**config.mk**
```make
export PLATFORM = sky130hd
export DESIGN_NAME = mult_matrix_skew
export DESIGN_NICKNAME = d
export VERILOG_FILES = /design/src/rtl/mult_matrix_skew.sv
export SDC_FILE = /design/constraint.sdc
export NUM_CORES = 1
export LEC_CHECK = 0
export BUFFER_PORTS_ARGS = -buffer_cell sky130_fd_sc_hd__buf_2
export CAP_MARGIN = 15
export CORE_MARGIN = 2
export CORE_UTILIZATION = 54
export DETAILED_ROUTE_END_ITERATION = 12
export GPL_ROUTABILITY_DRIVEN = 0
export PLACE_DENSITY = 0.78
export SLEW_MARGIN = 20
export SYNTH_ARGS = -nofsm -noshare
export SYNTH_HDL_FRONTEND = slang
export SYNTH_SLANG_ARGS = --single-unit
```
**constraint.sdc**
```tcl
create_clock -name clk -period 1.85 [get_ports clk]
set_clock_uncertainty 0.15 [all_clocks]
set_input_delay 0.37 -clock clk [delete_from_list [all_inputs] [get_ports clk]]
set_output_delay 0.37 -clock clk [all_outputs]
set_load 0.01 [all_outputs]
```
**src/rtl/mult_matrix_skew.sv**
```systemverilog
// mult_matrix_skew
//   Per-lane diagonal delay line sitting in front of (skew) or behind (deskew)
//   a systolic multiplier array. One matrix row is accepted per handshake beat;
//   lane j is delayed by j cycles (skew) or SIZE-1-j cycles (deskew). Bubbles are
//   zero-padded, and the block drains itself after the last row of a frame.
//
// Ports
//   clk            : clock, rising edge
//   rst_n          : asynchronous active-low reset
//   en             : advance enable; when low, all state and outputs hold
//   in_valid       : in_row carries a valid row
//   in_ready       : row can be accepted this cycle (en and not draining)
//   in_last        : accepted row is the final row of the frame
//   mode           : 0 = skew, 1 = deskew; captured on the first row of a frame
//   in_row         : SIZE elements of DATA_SIZE bits, element 0 at the MSB
//   out_row        : lane outputs, packed like in_row
//   out_lane_valid : bit j set when lane j carries a real element
//   out_last       : final element of the frame is on out_row this cycle
//   busy           : a frame is in progress (state not IDLE)
module mult_matrix_skew #(
  parameter int DATA_SIZE = 4,
  parameter int SIZE      = 3
) (
  input  logic                      clk,
  input  logic                      rst_n,
  input  logic                      en,
  input  logic                      in_valid,
  output logic                      in_ready,
  input  logic                      in_last,
  input  logic                      mode,
  input  logic [DATA_SIZE*SIZE-1:0] in_row,
  output logic [DATA_SIZE*SIZE-1:0] out_row,
  output logic [SIZE-1:0]           out_lane_valid,
  output logic                      out_last,
  output logic                      busy
);

  typedef enum logic [1:0] {
    ST_IDLE   = 2'd0,
    ST_STREAM = 2'd1,
    ST_DRAIN  = 2'd2
  } state_t;

  // Drain counter must hold SIZE-2; keep at least one bit for tiny SIZE.
  localparam int CNT_W = (SIZE > 2) ? $clog2(SIZE - 1) : 1;
  localparam logic [CNT_W-1:0] DRAIN_LOAD = CNT_W'((SIZE >= 2) ? SIZE - 2 : 0);

  state_t                                   state_q, state_d;
  logic                                     mode_q, mode_d;
  logic [CNT_W-1:0]                         cnt_q, cnt_d;
  // Per lane [lane][slot]; slot 0 is the newest entry.
  logic [SIZE-1:0][SIZE-1:0][DATA_SIZE-1:0] data_q, data_d;
  logic [SIZE-1:0][SIZE-1:0]                vld_q, vld_d;
  // Last-flag follows the maximum-delay lane, so only one chain is needed.
  logic [SIZE-1:0]                          last_q, last_d;

  logic accept;

  assign in_ready = en && (state_q != ST_DRAIN);
  assign accept   = in_valid && in_ready;
  assign busy     = (state_q != ST_IDLE);

  // Next-state and counter
  always_comb begin
    state_d = state_q;
    mode_d  = mode_q;
    cnt_d   = cnt_q;
    if (en) begin
      unique case (state_q)
        ST_IDLE, ST_STREAM: begin
          if (accept) begin
            if (state_q == ST_IDLE) begin
              mode_d = mode;
            end
            if (!in_last) begin
              state_d = ST_STREAM;
            end else if (SIZE == 1) begin
              // Nothing left in flight once the single tap has been loaded.
              state_d = ST_IDLE;
            end else begin
              state_d = ST_DRAIN;
              cnt_d   = DRAIN_LOAD;
            end
          end
        end
        ST_DRAIN: begin
          if (cnt_q == '0) begin
            state_d = ST_IDLE;
          end else begin
            cnt_d = cnt_q - CNT_W'(1);
          end
        end
        default: state_d = ST_IDLE;
      endcase
    end
  end

  // Lane shift registers; invalid slots always carry zero data.
  always_comb begin
    data_d = data_q;
    vld_d  = vld_q;
    last_d = last_q;
    if (en) begin
      for (int j = 0; j < SIZE; j++) begin
        data_d[j][0] = accept ? in_row[(SIZE-j)*DATA_SIZE-1 -: DATA_SIZE] : '0;
        vld_d[j][0]  = accept;
        for (int k = 1; k < SIZE; k++) begin
          data_d[j][k] = data_q[j][k-1];
          vld_d[j][k]  = vld_q[j][k-1];
        end
      end
      last_d[0] = accept && in_last;
      for (int k = 1; k < SIZE; k++) begin
        last_d[k] = last_q[k-1];
      end
    end
  end

  // Output taps: lane j reads slot j (skew) or slot SIZE-1-j (deskew).
  always_comb begin
    out_row        = '0;
    out_lane_valid = '0;
    for (int j = 0; j < SIZE; j++) begin
      if (mode_q) begin
        out_row[(SIZE-j)*DATA_SIZE-1 -: DATA_SIZE] = data_q[j][SIZE-1-j];
        out_lane_valid[j]                          = vld_q[j][SIZE-1-j];
      end else begin
        out_row[(SIZE-j)*DATA_SIZE-1 -: DATA_SIZE] = data_q[j][j];
        out_lane_valid[j]                          = vld_q[j][j];
      end
    end
    out_last = last_q[SIZE-1];
  end

  always_ff @(posedge clk or negedge rst_n) begin
    if (!rst_n) begin
      state_q <= ST_IDLE;
      mode_q  <= 1'b0;
      cnt_q   <= '0;
      data_q  <= '0;
      vld_q   <= '0;
      last_q  <= '0;
    end else begin
      state_q <= state_d;
      mode_q  <= mode_d;
      cnt_q   <= cnt_d;
      data_q  <= data_d;
      vld_q   <= vld_d;
      last_q  <= last_d;
    end
  end

endmodule

```
==> results of run 1 <==
## where the power goes
part	internal [mW]	total [mW]	switching [mW]	leakage, nW
sequential	1.12	1.26	0.138	0.553
combinational	0.570	0.960	0.391	0.618
clock	0.184	0.467	0.283	0.0353
## layout make-up
type                            instances  area share (%)
Multi-Input combinational cell         77            32.8
Tap cell                               46            2.56
Clock buffer                            7            2.45
Timing Repair Buffer                   44            15.1
Clock inverter                          1           0.223
Sequential cell                        42            46.9
## sequential cells by signal (all words and copies together) (netlist names)
name     cells
mode_q       1
out_row      4
cnt_q        1
state_q      2
data_q      28
vld_q        3
last_q       3
## per-stage QoR
stage	area (sq um)	setup TNS, ns	power [mW]	instances	utilization (%)
2_1_floorplan	1870	0	1.82	134	-
3_3_place_gp	2080	0	2.00	206	62.2
3_5_place_dp	2080	0	2.05	206	62.2
4_1_cts	2230	-0.198	2.68	217	66.9
5_1_grt	2250	-0.822	2.86	217	67.4
6_report	2250	-0.222	2.68	217	67.4
## path summary, 6_finish.rpt
check | startpoint | to | slack, ns | cells after the start
setup / recovery | mode_q$_DFFE_PN0P_ | out_lane_valid[2] | -0.03 | 3
hold / removal | mode | mode_q$_DFFE_PN0P_ | 0.11 | 2
setup reg to reg | state_q[1]$_DFFE_PN0P_ | mode_q$_DFFE_PN0P_ | 0.46 | 2
hold reg to reg | data_q[12]$_DFFE_PN0P_ | out_row[4]$_DFFE_PN0P_ | 0.36 | 1
max in group asynchronous | rst_n | mode_q$_DFFE_PN0P_ | 0.66 | 3
min in group asynchronous | rst_n | data_q[7]$_DFFE_PN0P_ | 0.33 | 2
## kinds of logic (layout without fill, tap and decap cells)
| group | count (synthesis) | count (layout) | share of synthesized area (%) |
|---|---|---|---|
| AOI/OAI and AO/OA | 19 | 19 | 9.35 |
| buffers and inverters | 15 | 52 | 5.41 |
| DFF | 42 | 42 | 56.1 |
| muxes | 35 | 35 | 21.0 |
| and+or+nand+nor | 23 | 23 | 8.14 |
## per-layer routing
layer | vias to the layer above | wire (um) | global-route usage [%]
li1 | 552 | - | -
met1 | 587 | 1460 | 25.9
met2 | 29 | 1740 | 32.7
met3 | 6 | 167 | 5.41
met4 | 0 | 46 | 6.67
met5 | - | 0 | 0
## cell usage in the layout (no fill, tap or decap), drive strengths merged
cell,netlist,layout
and4b,1,1
a41o,13,13
dlygate4sd3,0,1
a32o,1,1
nand2b,3,3
clkinv,0,1
dfrtp,42,42
nor2b,14,14
a211o,1,1
and2,1,1
mux2,35,35
buf,14,43
and4bb,1,1
a31oi,2,2
and2b,1,1
or2,1,1
a31o,1,1
nor2,1,1
clkbuf,1,7
o21ai,1,1
## what timing repair did
| action | in CTS | in global routing |
|---|---|---|
| hold buffers | 1 | 0 |
| resized for setup | 14 | 5 |
| endpoints found under the hold margin | 19 | 0 |
| setup endpoints to repair | 10 | 11 |
| buffers inserted | 2 | 0 |
==> results, run 1 <==
- The worst path uses 101% of the clock period.
- Of all flip-flops after synthesis, the portion carrying an async set or reset was 100%.
- The number of detailed-routing iterations run before antenna repair is 4.
- The largest total area in the synthesized netlist belongs to sky130_fd_sc_hd__dfrtp_1.
- Summing all flip-flop and latch instances after layout gives between 1000 and 1500 sq um.
- The worst slack after detailed placement is 0.169 ns.
- The tree is rooted in a sky130_fd_sc_hd__clkbuf_4.
- The share of synthesized area in the top cell type comes to 56.1%.
- The run finished, with violations left.
- The mean number of vias per cell is 5.41.
- The top cell family by delay on the critical path is flip-flops.
- The total of flip-flops plus latches after synthesis is 42.
- The number of primary I/O pins is 36.
- Global routing used between 20% and 30% of the available tracks across all layers.
- The number of filler instances in the final layout is 267.
- The number of maximum-capacitance constraint violations is 0.
- In this design, the stage delay of the slowest critical-path cell is around 0.4 ns.
- The region available for standard cell placement spans ~3300 sq um.
- CTS built an H-tree with a depth of 2.
- Counting every instance in the synthesized netlist gives 134.
- The type of the worst setup path is flip-flop to output pin.
- The count of input and output buffers is 35.
- The Yosys step of the flow raised 0 warnings.
- Ranked by total cell area, the synthesized netlist is headed by sky130_fd_sc_hd__dfrtp_1 (56%), sky130_fd_sc_hd__mux2_2 (21%), sky130_fd_sc_hd__a41o_1 (6.9%).
- At the pin with the least slew margin, the transition time is around 0.45 ns.
- Once detailed placement completed, the half-perimeter wirelength came to about 2300 um.
- Final hold analysis gives a worst-case slack of 0.105 ns.
- The source-to-sink clock delay at the later pin of the worst-skew pair is ~0.36 ns.
- The wire length of the first global-routing pass is roughly 6100 um.
- The kind of launch point of the worst setup path is a flip-flop.
- The upper clock frequency limit is between 500 and 600 MHz.
- Power spread over the standard cell area amounts to roughly 1200 nW/um^2.
- The count of endpoints failing hold in the final timing report is 0.
- The clock slew at the register clock pins of the worst setup and hold paths is 0.11 ns.
- Headroom to the max-slew limit came out at roughly 70%.
- The min-delay analysis places its worst path in the category primary input to flip-flop.
- The arrival time reported for the critical path endpoint is ~1.4 ns.
- Setup repair after global routing could not meet its margin everywhere.
- TritonCTS created 5 clock buffers.
- The footprint of the multi-input gates is 737 sq um.
- The number of different library cells used by synthesis comes to 20.
- The number of global-route vias before repair is approximately 1300.
- The number of violations reported at the end of detailed-routing iteration 0 is 48.
- The number of antenna violations at the first check in global routing was 0.
- The floorplan has 21 rows.
- The critical path's slowest cell is sky130_fd_sc_hd__dfrtp_2.
- Of all nets on the critical path, the largest fanout is 6.
- The number of flops mapped to enable cells by yosys is 0.
- Summing the sequential cell areas from Yosys gives 56.1% of the chip area.
- The aggregate routed wire length is around 3400 um.
- The number of buffers between clock root and the deepest sink is 2.
- In the post-synthesis netlist, the cell with the most instances is sky130_fd_sc_hd__dfrtp_1.
- Compared with the post-synthesis result, the final layout area differs by 20.0%.
- VDD sags by at most ~0.00056 V.
- The mapped netlist covers between 1500 and 2000 sq um.
- The post-synthesis area per instance is roughly 14 sq um.
- The most frequently used flop master after synthesis is sky130_fd_sc_hd__dfrtp_1.
- The residual DRC count is 0.
- The detail-routed net length per standard cell is between 15 and 20 um.
- The net total in the final layout is ~190.
- The total buffers and inverters traversed by the critical path is 2.
- Walking the worst path, the cells encountered are buf_6, mux2_2, buf_6.
- Among the stages of the critical path, the cell type that occurs most often is sky130_fd_sc_hd__buf_6.
- The total congestion overflow is 0.
- The remaining number of nets flagged by the antenna check after routing is 0.
- The die boundary height is 62.9 um.
- By count the netlist is led by sky130_fd_sc_hd__dfrtp_1 (42), sky130_fd_sc_hd__mux2_2 (35), sky130_fd_sc_hd__nor2b_1 (14).
- The maximum number of pins on one net before global-route repair is 26.
- Setup violations remaining at the end of the flow were counted as 10.
- The detailed router placed 1174 vias in this run.
- The die outline area is about 4000 sq um.
- The number of nets in the synthesized netlist is about 150.
- The final reports fail on setup timing.
- The number of clock sinks seen by CTS is between 40 and 50.
- For the worst setup path, the data required time is ~1.3 ns.
- For this design the static power due to leakage is between 1 and 1.5 nW.
- The repair_antennas step left the layout with diodes totalling 0.
- Once routing completed, OpenROAD measured the worst setup slack at -0.0272 ns.
- The share of cells above drive strength 1 is approximately 53%.
- For the finished layout, the period the worst path requires is between 1.5 and 2 ns.
- The max-slew violation total from the final report came to 0.
- The initial utilization of the core area, before any placement, comes to a little under three fifths.
- The width of the die is around 63 um.
- The CTS tree is done.
- The kind of capture point of the worst setup path is an output pin.
(Power assumes the default switching activity.)
==> run 2: changes to the inputs <==
--- a/config.mk
+++ b/config.mk
@@ -5,6 +5,7 @@
 export SDC_FILE = /design/constraint.sdc
 export NUM_CORES = 1
 export LEC_CHECK = 0
+export ABC_AREA = 1
 export BUFFER_PORTS_ARGS = -buffer_cell sky130_fd_sc_hd__buf_2
 export CAP_MARGIN = 15
 export CORE_MARGIN = 2
==> results, run 2 <==
- The number of antenna violations at the first check in global routing is 0.
- The number of buffers created by CTS is 5.
- The max-slew violation total from the final report came to 0.
- After synthesis, the mean cell area works out to just under 9 sq um.
- The synthesized design contains 0 enable-type register cells.
- The mean number of vias per cell is 4.79.
- The residual DRC count is 0.
- On the critical path, the stage with the largest delay is an instance of sky130_fd_sc_hd__dfrtp_2.
- For this configuration, the core starts out at a cell density of about 56%.
- The post-route worst setup slack is about 0.017 ns.
- The placed instances occupy a cell area of between 2000 and 2500 sq um.
- After clock tree synthesis, the clock-pin slew on the worst setup and hold paths is between 0.1 and 0.15 ns.
- The kind of launch point of the worst setup path is a flip-flop.
- The largest driver fanout on the critical path is 9.
- The number of standard cells in the layout, taps in and fillers out is 291.
- Of all cell types, the one taking the most synthesized area is sky130_fd_sc_hd__dfrtp_1.
- The final setup violation count is 0.
- The critical path goes through clkbuf_16, o21ai_1, buf_2.
- The number of distinct library cells after synthesis is 16.
- Global routing finished with a remaining overflow of 0.
- In this run the tightest slew margin relative to its limit is roughly 70%.
- The upper clock frequency limit is between 500 and 600 MHz.
- The die outline area is around 3900 sq um.
- The remaining number of nets flagged by the antenna check after routing is 0.
- Sequential cells were found to cover between 50% and 60% of the synthesized design area.
- The share of async-settable or async-resettable flops after synthesis is between 90% and 100%.
- Setup repair after global routing could not meet its margin everywhere.
- The count of endpoints failing hold in the final timing report was 0.
- The transition time at the pin with the least slew margin is 0.465 ns.
- For this run, the share of the core covered by cells in the final layout is 64.1%.
- After synthesis, the largest area contributor takes up between 50% and 60% of total cell area.
- Sorting the synthesized cells by area gives the leading types as sky130_fd_sc_hd__dfrtp_1 (57%), sky130_fd_sc_hd__nand2_1 (15%), sky130_fd_sc_hd__o21ai_0 (6.5%).
- The final layout contains roughly 260 nets.
- The portion of the clock cycle consumed by the worst path in the final layout is between 90 and 100%.
- The most common cell after layout, fill and taps aside is sky130_fd_sc_hd__nand2_1.
- In the final layout, the share of cells above drive strength 1 is about 26%.
- After detailed placement, the design holds a cell count of 280.
- The number of primary I/O pins is 36.
- The cell at the root of the clock tree is sky130_fd_sc_hd__clkbuf_4.
- For this design the static power due to leakage is 1.15 nW.
- The wire length of the first global-routing pass is 5970 um.
- On the worst path, the slowest cell contributes a delay of 0.48 ns.
- The most common cell in the synthesized netlist is sky130_fd_sc_hd__nand2_1.
- The aggregate routed wire length is ~3400 um.
- The post-synthesis to final-layout area growth is 15.3%.
- The register with the most flip-flops in the layout has 28 of them.
- In the layout the commonest cells are sky130_fd_sc_hd__nand2_1 (72), sky130_fd_sc_hd__dfrtp_1 (41), sky130_fd_sc_hd__buf_2 (35), sky130_fd_sc_hd__inv_1 (28), sky130_fd_sc_hd__o21ai_0 (22).
- For the worst setup path, the data arrival time is roughly 1.3 ns.
- The width of the die is slightly above 60 um.
- The clock reaches the later pin of the worst-skew pair after approximately 0.36 ns.
- The design draws 2.47 mW.
- Entering global routing, the biggest net connects 32 pins.
- The core area is 3310 sq um.
- The wire-length estimate of the detail-placed layout is around 2200 um.
- Yosys printed 0 warnings.
- The die is 62.4 um tall.
- In the synthesized netlist, the number of instances is around 210.
- The worst vdd rail ir drop is between 0.0006 and 0.0007 V.
- The number of clock sinks seen by CTS is 42.
- The detailed router placed approximately 1400 vias in this run.
- After synthesis the cells add up to around 1800 sq um.
- The H-tree was split into 2 levels.
- The repair_antennas step left the layout with diodes totalling 0.
- The detail-routed net length per standard cell is roughly 12 um.
- The number of nets in the synthesized netlist is between 200 and 250.
- Counting both buffers and inverters, the worst setup path holds a total of 2.
- The count of input and output buffers is 35.
- The total of flip-flops plus latches after synthesis is 42.
- The most frequently used flop master after synthesis is sky130_fd_sc_hd__dfrtp_1.
- The design area is 2120 sq um.
- The number of placement rows is 21.
- Power spread over the standard cell area amounts to around 1200 nW/um^2.
- By count the netlist is led by sky130_fd_sc_hd__nand2_1 (72), sky130_fd_sc_hd__dfrtp_1 (42), sky130_fd_sc_hd__inv_1 (28).
- The number of maximum-capacitance constraint violations is 0.
- In this run the worst hold path is classified as primary input to flip-flop.
- The global-route usage over all layers is between 10% and 20%.
- Broken down by cell family, the worst path's largest delay share belongs to flip-flops.
- The number of global-route vias before repair is 1317.
- Prior to clock tree synthesis, the placed netlist has a worst setup slack of around 0.36 ns.
- For this block, the initial DRC count from the detailed router was between 90 and 100.
- The clock passes through at most 2 buffers.
- At the worst endpoint, the required time is approximately 1.3 ns.
- The kind of capture point of the worst setup path is an output pin.
- Counting I/O delays and the setup requirement, the final critical path takes ~1.8 ns.
- The flow ran to the end, and the final reports show no timing, DRC or antenna violations.
- TritonCTS built the clock tree.
- data_q holds more flip-flops than any other register.
- The pre-antenna-repair detailed-routing pass consisted of 4 iterations.
- The critical path in this run is classified as flip-flop to output pin.
-- run 2: cell types whose count changed after synthesis, sizes merged, moves of 6 or more --
cell / delta
a21oi: +6
a41o: -13
inv: +29
mux2: -35
nand2: +73
nor2b: -14
o21ai: +34
-- run 2: metrics by stage --
| step | TNS [ns] | hold slack, ns |
|---|---|---|
| 5_1_grt | -0.292 | 0.0766 |
| 3_3_place_gp | 0 | 0.198 |
| 2_1_floorplan | 0 | -0.0756 |
| 6_report | 0 | 0.0898 |
| 4_1_cts | 0 | 0.0807 |
| 3_5_place_dp | 0 | 0.198 |
-- run 2: logic make-up after synthesis --
family          synth area share, %
simple gates                   17.3
buf+inv                        12.2
compound gates                 13.4
flops                          57.1
-- run 2: timing repair --
item | in CTS | in global routing
hold buffers | 1 | 0
endpoints found under the setup margin | 2 | 7
buffers inserted | 0 | 1
gates cloned | 0 | 1
endpoints found under the hold margin | 17 | 0
pin swaps | 0 | 0
resized for setup | 2 | 4
-- run 2: worst min-delay path, delay by kind of cell --
family | cells | cell delay [ns]
buffers and inverters | 2 | 0.14
AOI/OAI and AO/OA | 1 | 0.05
-- run 2: path summary, 6_finish.rpt --
path / start / to / slack, ns / depth (start not counted)
max: mode_q$_DFFE_PN0P_ / out_row[0] / 0.02 / 3
min: in_row[6] / data_q[14]$_DFFE_PN0P_ / 0.09 / 3
max reg2reg: state_q[0]$_DFFE_PN0P_ / data_q[0]$_DFFE_PN0P_ / 0.45 / 4
min reg2reg: out_row[5]$_DFFE_PN0P_ / out_row[5]$_DFFE_PN0P_ / 0.33 / 2
max in group asynchronous: rst_n / mode_q$_DFFE_PN0P_ / 0.69 / 3
min in group asynchronous: rst_n / vld_q[2]$_DFFE_PN0P_ / 0.34 / 2
-- run 2: final cells by class --
class	count	area, sq um
fillers	321	1190
flip-flops and latches	42	1050
multi-input cells	123	567
repair buffers	43	275
inverters	29	109
well taps	46	57.6
clock buffers	7	55.1
clock inverters	1	5.00
-- run 2: power by group --
group / total, mW / internal [mW] / switching (mW)
clock network: 0.476 / 0.184 / 0.292
registers: 1.21 / 1.10 / 0.117
logic: 0.780 / 0.345 / 0.435
total: 2.47 / 1.63 / 0.843
-- run 2: metal layers --
layer / track usage, % / routed length [um] / up-vias
li1: - / - / 705
met1: 27.9 / 1620 / 648
met2: 29.5 / 1560 / 35
met3: 5.43 / 203 / 6
met4: 6.67 / 55 / 0
met5: 0 / 0 / -
